--- src/rtl/fc_argmax_scheduler.sv ---
// Final classification stage: buffers one frame of signed FC scores, then runs a
// one-element-per-cycle signed argmax scan and returns the winner over valid/ready.
module fc_argmax_scheduler #(
  parameter int unsigned NUM_CLASSES = 10,
  parameter int unsigned DATA_W      = 16,
  parameter int unsigned IDX_W       = 4
) (
  input  logic              clk,
  input  logic              reset,
  input  logic              start,
  input  logic              in_valid,
  output logic              in_ready,
  input  logic [DATA_W-1:0] in_data,
  output logic              out_valid,
  input  logic              out_ready,
  output logic [IDX_W-1:0]  out_class,
  output logic [DATA_W-1:0] out_score,
  output logic              busy
);

  localparam logic [IDX_W-1:0] LastIdx = IDX_W'(NUM_CLASSES - 1);

  typedef enum logic [1:0] {StIdle, StLoad, StScan, StDone} state_e;

  state_e            state_q, state_d;
  logic [IDX_W-1:0]  count_q, count_d;
  logic [IDX_W-1:0]  scan_q, scan_d;
  logic [DATA_W-1:0] max_q, max_d;
  logic [IDX_W-1:0]  max_idx_q, max_idx_d;
  logic [IDX_W-1:0]  out_class_q, out_class_d;
  logic [DATA_W-1:0] out_score_q, out_score_d;
  logic [DATA_W-1:0] score_buf_q [NUM_CLASSES];
  logic              buf_we;
  logic              cand_gt;

  // Strict compare so that equal scores keep the earlier (lower) index.
  assign cand_gt = $signed(score_buf_q[scan_q]) > $signed(max_q);

  assign in_ready  = (state_q == StLoad);
  assign out_valid = (state_q == StDone);
  assign busy      = (state_q != StIdle);
  assign out_class = out_class_q;
  assign out_score = out_score_q;

  // Next-state and datapath update for the idle/load/scan/done sequence.
  always_comb begin
    state_d     = state_q;
    count_d     = count_q;
    scan_d      = scan_q;
    max_d       = max_q;
    max_idx_d   = max_idx_q;
    out_class_d = out_class_q;
    out_score_d = out_score_q;
    buf_we      = 1'b0;
    unique case (state_q)
      StIdle: begin
        if (start) begin
          state_d = StLoad;
          count_d = '0;
        end
      end
      StLoad: begin
        if (in_valid) begin
          buf_we = 1'b1;
          if (count_q == LastIdx) begin
            state_d   = StScan;
            // Slot 0 may be the beat being written right now.
            max_d     = (count_q == '0) ? in_data : score_buf_q[0];
            max_idx_d = '0;
            scan_d    = IDX_W'(1);
          end else begin
            count_d = count_q + 1'b1;
          end
        end
      end
      StScan: begin
        if (cand_gt) begin
          max_d     = score_buf_q[scan_q];
          max_idx_d = scan_q;
        end
        if (scan_q == LastIdx) begin
          state_d     = StDone;
          out_class_d = cand_gt ? scan_q : max_idx_q;
          out_score_d = cand_gt ? score_buf_q[scan_q] : max_q;
        end else begin
          scan_d = scan_q + 1'b1;
        end
      end
      StDone: begin
        if (out_ready) state_d = StIdle;
      end
      default: state_d = StIdle;
    endcase
  end

  // Control and result registers with synchronous active-low reset.
  always_ff @(posedge clk) begin
    if (!reset) begin
      state_q     <= StIdle;
      count_q     <= '0;
      scan_q      <= '0;
      max_q       <= '0;
      max_idx_q   <= '0;
      out_class_q <= '0;
      out_score_q <= '0;
    end else begin
      state_q     <= state_d;
      count_q     <= count_d;
      scan_q      <= scan_d;
      max_q       <= max_d;
      max_idx_q   <= max_idx_d;
      out_class_q <= out_class_d;
      out_score_q <= out_score_d;
    end
  end

  // Score buffer; contents are irrelevant after reset so it carries no reset.
  always_ff @(posedge clk) begin
    if (buf_we) score_buf_q[count_q] <= in_data;
  end

endmodule

--- config.mk ---
export PLATFORM = sky130hd
export DESIGN_NAME = fc_argmax_scheduler
export DESIGN_NICKNAME = d
export VERILOG_FILES = /design/src/rtl/fc_argmax_scheduler.sv
export SDC_FILE = /design/constraint.sdc
export NUM_CORES = 1
export LEC_CHECK = 0
export ABC_AREA = 0
export ABC_CLOCK_PERIOD_IN_PS = 5600
export CAP_MARGIN = 30
export CORE_ASPECT_RATIO = 0.7
export CORE_UTILIZATION = 25
export CTS_BUF_LIST = sky130_fd_sc_hd__clkbuf_4 sky130_fd_sc_hd__clkbuf_8
export DETAILED_ROUTE_END_ITERATION = 12
export GPL_TIMING_DRIVEN = 0
export HOLD_SLACK_MARGIN = 0.02
export PLACE_DENSITY = 0.5
export SLEW_MARGIN = 20
export SYNTH_ARGS = -nofsm -noshare
export SYNTH_HDL_FRONTEND = slang
export SYNTH_SLANG_ARGS = --single-unit
export TNS_END_PERCENT = 100
--- constraint.sdc ---
create_clock -name clk -period 5.6 [get_ports clk]
set_input_delay 1.12 -clock clk [delete_from_list [all_inputs] [get_ports clk]]
set_output_delay 1.12 -clock clk [all_outputs]
set_load 0.02 [all_outputs]
==> out/metrics.cfg, run 1 <==
[status]
outcome = finished clean

[grt]
grt_start_max_net_pins = 17
grt_pass1_wl_mm = 38.6
grt_pass1_vias = 6370
overflow = 0
grt.total_usage_pct = 13.3
antenna_found_initial = 0

[synth]
syn_inst = 695
synth.most_common_cell = edfxtp_1
yosys_warnings = 0
synth_edf_count = 160
yosysSeqAreaShare_pct = 62.0
netlist.area_leader.share_pct = 50.6
synth_seq_cells = 214
synthDistinctLibCells = 57
synth_area_mm2 = 0.00950
synth.top_cells.by_count = 160 x edfxtp_1, 67 x o21ai_0, 54 x dfxtp_1
synthTopCellsByArea = edfxtp_1 51%, dfxtp_1 11%, mux4_2 7.6%
postSynthAreaPerCell_um2 = 13.7
async_flop_share_pct = 0
yosysTopAreaCell = edfxtp_1
ys.flop_type = edfxtp_1
synthesis.nets = 742

[detailed_routing]
routed_wl_mm = 25.1
vias = 6107
drt-vias-per-instance = 4.69
final_antenna_net_count = 0
wl_per_cell_um = 19.3
drt_pass1_iterations = 5
drt_iter0_drc = 512
drc = 0

[layout]
syn2layout_area_growth_pct = 20.1
drive_gt1_share_pct = 17.7
stdcell_count = 1302
n_antenna_cell = 0
final_util_pct = 30.6
fin_nets = 835

[timing]
fin_worst_skew_ps = 29.0
worstMarginPinSlew_ps = 910
hold_viol = 0
slew_headroom_pct = 39.3
fmax_ghz = 0.196
min_period_ps = 5090
setup_viol = 0
slew_viol_final = 0
rsz0062_at_grt = no
post-route-period-util_pct = 91.0

[place]
port_buffers = 43
dp_hpwl_mm = 17.9
finalWeightedCongestion = 0.840
placed_cells = 1239

[floorplan]
start_util_pct = 25.5
num_rows = 59
dieArea_mm2 = 0.0388
io_pins = 44
coreArea_mm2 = 0.0373
die_h_um = 165
die_w_um = 235

[clock_network]
clk_pin_slew_ps = 60
cts_tree = built
clkLatencyLatePin_ps = 560
htreeDepth = 2
cts_made_buffers = 34
cts_setup_buffers = 0
clock_sinks = 214
cts_buffer_depth = 3
clockRootBuffer = clkbuf_8
cts_resized = 0
cts_hold_buf = 0

[worst_setup_path]
critPathKind = reg -> reg
critPathMaxStageDelay_ps = 600
path_max_fanout = 10
crit_cells = 14
worstPathRequired_ps = 6030
crit_chain = buf_2 -> buf_2 -> mux4_2 -> mux2_2 -> o21ai_0 -> inv_1 -> ha_1 -> a41o_1 -> a21oi_1 -> nor4_2 -> nor4b_2 -> clkbuf_1 -> nor4_1 -> a221o_1
crit_top_cell = buf_2
endpoint = max_q[9]
cp_slowest_cell = mux4_2
cp_num_buf_inv = 4
end_kind = flop
timing.rr.end = max_q[9]
startpoint_type = flop
reg2reg_depth = 14
cp_data_arrival_time_ps = 5530
path_delay_family = buffers and inverters
r2r_slack_ps = 510

[pwr]
ir_drop_uv = 159
power_mw = 4.51
power_density_mw_per_mm2 = 396
p_leak_nw = 3.76

[flow_run]
cap_viol_max_count = 0

[min_path]
hold_path.class = reg -> reg

## layout by cell type (no fill, tap or decap), types with 27 or more instances in the layout
cell / netlist / routed
clkbuf_1: 27 / 27
clkbuf_8: 0 / 35
clkdlybuf4s50_1: 0 / 43
dfxtp_1: 54 / 54
edfxtp_1: 160 / 160
inv_1: 41 / 41
mux2i_1: 34 / 34
mux4_2: 32 / 32
nand2_1: 43 / 43
nor2_1: 37 / 35
o21ai_0: 67 / 67
## power breakdown
group          total [mW]  switching [mW]  internal (mW)  leakage (nW)
Sequential           1.81          0.0432           1.77          1.88
Clock                1.42           0.651          0.766         0.366
Combinational        1.29           0.816          0.470          1.52
Total                4.51            1.51           3.01          3.76
## worst min path at each step
stage                             from           end  cells past startpoint
after CTS                 out_class[2]  out_class[2]                      2
after global routing      out_class[2]  out_class[2]                      2
final                     out_class[2]  out_class[2]                      2
after global placement    out_class[2]  out_class[2]                      2
after floorplan           max_idx_q[0]  max_idx_q[0]                      1
after detailed placement  max_idx_q[3]  max_idx_q[3]                      1
## tightest hold or removal path, stage by stage, from the launching register on
cell and delay (ps):
dfxtp_1 320, nand2_1 60, a21oi_1 50
## per-stage QoR
step	instance area [um^2]	TNS [ps]	hold slack (ps)	setup WS, ps
after floorplan	9500	0	442	1660
after global placement	10500	-2790	453	-177
after detailed placement	10700	0	458	450
after CTS	11400	0	471	428
after global routing	11400	0	494	32.6
final	11400	0	467	505
## cell families after synthesis
family | synth area share [%]
AO/OA/AOI/OAI | 9.37
flip-flops | 62.0
XOR/XNOR | 0.461
AND/OR/NAND/NOR | 8.13
multiplexers | 13.0
buffers and inverters | 3.69
adder cells (fa/ha/maj) | 3.43
## state kept, by name (all words and copies together), names as in the netlist, named ones only
name / cells
count_q: 4
max_idx_q: 4
max_q: 16
out_class: 4
out_score: 16
scan_q: 4
score_buf_q: 160
state_q: 2
## layout make-up
cell class	count	area, um^2
plain buffers	44	196
multi-input cells	396	3280
fillers	3716	25900
clock inverters	14	121
repair buffers	57	583
well taps	488	611
clock buffers	48	579
flip-flops and latches	214	5890
inverters	41	154
## per-layer routing
metal  vias up  wire, um  track usage (%)
met5         -         0                0
met4         0       342             3.05
met3        36      1650             3.32
met2       160     10400             19.0
met1      3058     12800             20.0
li1       2853         -                -
No activity file was read; power rests on OpenSTA's default activity.
==> run 2, diff against run 1 <==
ABC_CLOCK_PERIOD_IN_PS = 6400   (was 5600)
clock period = 6.4 ns   (was 5.6 ns; I/O delays follow)
==> results of run 2 <==
Same layout as run 1 (identical final DEF). Status: finished clean.
Main changes from that run: setup slack after placement 450 ps -> 1250 ps; setup slack after layout 505 ps -> 1310 ps; register-to-register setup slack 510 ps -> 1310 ps; total power 4.51 mW -> 3.95 mW; worst IR drop on VDD 159 uV -> 139 uV
==> run 3, diff against run 2 <==
ABC_CLOCK_PERIOD_IN_PS = 4950   (was 6400)
clock period = 4.95 ns   (was 6.4 ns; I/O delays follow)
==> run 3 against run 2 <==
Clock power grew 29%. Flip-flop and latch count is the same. Setup slack lost 1000 ps. First-iteration DRC count shrank 12%. Critical path type unchanged. Critical endpoint is now max_q[5].
==> out/metrics.cfg, run 3 (synthesized netlist as in run 1, its figures left out) <==
[timing]
fin_worst_skew_ps = 24.6
min_period_ps = 4670
fmax_ghz = 0.214
slew_viol_final = 0
rsz0062_at_grt = no
worstMarginPinSlew_ps = 828
post-route-period-util_pct = 94.4
hold_viol = 0
slew_headroom_pct = 44.8
tns_ps = 0
setup_viol = 0

[worst_setup_path]
crit_chain = buf_1 -> mux4_2 -> nor2b_1 -> a211oi_1 -> a21oi_1 -> ha_1 -> nand4_4 -> nor4_4 -> a21boi_4 -> o311a_2 -> buf_2 -> nor4_1 -> a221o_1
critPathMaxStageDelay_ps = 660
path_delay_family = compound AO/OA/AOI/OAI gates
critPathKind = reg -> reg
worstPathRequired_ps = 5360
cp_slowest_cell = buf_1
cp_data_arrival_time_ps = 5090
path_max_fanout = 10
startpoint_type = flop
end_kind = flop
cp_num_buf_inv = 2

[pwr]
power_mw = 5.13
power_density_mw_per_mm2 = 449
ir_drop_uv = 179
p_leak_nw = 3.78

[grt]
grt_pass1_vias = 6370
use_met1_pct = 20.0
grt_pass1_wl_mm = 38.6
antenna_found_initial = 0
overflow = 0
grt_start_max_net_pins = 17
grt_use_met3_pct = 3.32
use_met2_pct = 19.0
top_usage_layer = met1
grt.total_usage_pct = 13.3

[layout]
fillCellCount = 3716
regMostFlops = score_buf_q
n_antenna_cell = 0
postLayoutCellArea_mm2 = 0.0114
drive_gt1_share_pct = 18.2
fin_nets = 835
largest_reg_flops = 160
layout_common_cells = 160 x edfxtp_1, 67 x o21ai_0, 54 x dfxtp_1, 43 x nand2_1, 43 x clkdlybuf4s50_1
final_common_cell = edfxtp_1
syn2layout_area_growth_pct = 20.4

[place]
dp_hpwl_mm = 17.9
port_buffers = 43
finalWeightedCongestion = 0.840
place_area_mm2 = 0.0107

[clock_network]
cts_made_buffers = 34
cts_tree = built
clock_sinks = 214
clk_pin_slew_ps = 70
cts_buffer_depth = 3
clkLatencyLatePin_ps = 550
htreeDepth = 2
clockRootBuffer = clkbuf_8

[status]
outcome = finished clean

[floorplan]
dieArea_mm2 = 0.0388
coreArea_mm2 = 0.0373
num_rows = 59
die_h_um = 165
io_pins = 44
die_w_um = 235
start_util_pct = 25.5

[detailed_routing]
wl_per_cell_um = 19.3
vias = 6075
final_antenna_net_count = 0
drt-vias-per-instance = 4.67
routed_wl_mm = 25.1
drc = 0
drt_iter0_drc = 450
drt_pass1_iterations = 6

[flow_run]
cap_viol_max_count = 0

[min_path]
hold_path.class = reg -> reg

run 3: cell count changes in the layout (fill, tap and decap cells not counted), sizes merged:
cell / change
buf: -2
clkbuf: +2
run 3: worst paths after layout:
path / from / to / slack [ps] / cells past startpoint
setup / recovery: flop / max_q[5] / 280 / 13
hold / removal: out_class[2] / out_class[2] / 470 / 2
setup reg to reg: flop / max_q[5] / 280 / 13
hold reg to reg: out_class[2] / out_class[2] / 470 / 2
run 3: per-layer routing:
metal,vias up,part of all wire (%)
li1,2854,-
met1,3032,51
met2,153,41
met3,36,6.5
met4,0,1.3
met5,-,0
run 3: what timing repair did:
| action | in CTS | in global routing |
|---|---|---|
| setup buffers | 0 | 0 |
| gates resized for setup | 3 | 7 |
| endpoints found under the setup margin | 20 | 32 |
| hold buffers | 0 | 0 |
| cloned | 0 | 0 |
run 3: per-stage QoR:
stage	worst slack [ps]	hold slack (ps)	instances	util (%)
finish	277	468	1302	30.7
global route	24.5	494	1302	30.7
CTS	80.7	471	1301	30.6
detailed placement	-200	458	1239	28.7
global placement	-697	453	1226	28.3
floorplan	1010	442	695	-
run 3: where the power goes:
group	internal [mW]	total [mW]	switching, mW
Sequential	2.00	2.05	0.0486
Clock	0.867	1.60	0.734
Combinational	0.545	1.48	0.936
run 3: final cells by class:
| cell class | instances | area [um^2] | area share [%] |
|---|---|---|---|
| sequential | 214 | 5890 | 51.5 |
| multi-input combinational | 396 | 3290 | 28.8 |
| tap | 488 | 611 | 5.34 |
| timing repair buffer | 57 | 583 | 5.10 |
| clock buffer | 48 | 579 | 5.07 |
| buffer | 44 | 206 | 1.81 |
| inverter | 41 | 154 | 1.35 |
| clock inverter | 14 | 121 | 1.06 |
run 3: worst register-to-register path, stage by stage, from the launching register on:
cell	delay, ps
dfxtp_1	430
buf_1	660
mux4_2	420
nor2b_1	140
a211oi_1	230
a21oi_1	180
ha_1	570
nand4_4	210
nor4_4	360
a21boi_4	350
o311a_2	310
buf_2	310
nor4_1	90
a221o_1	280
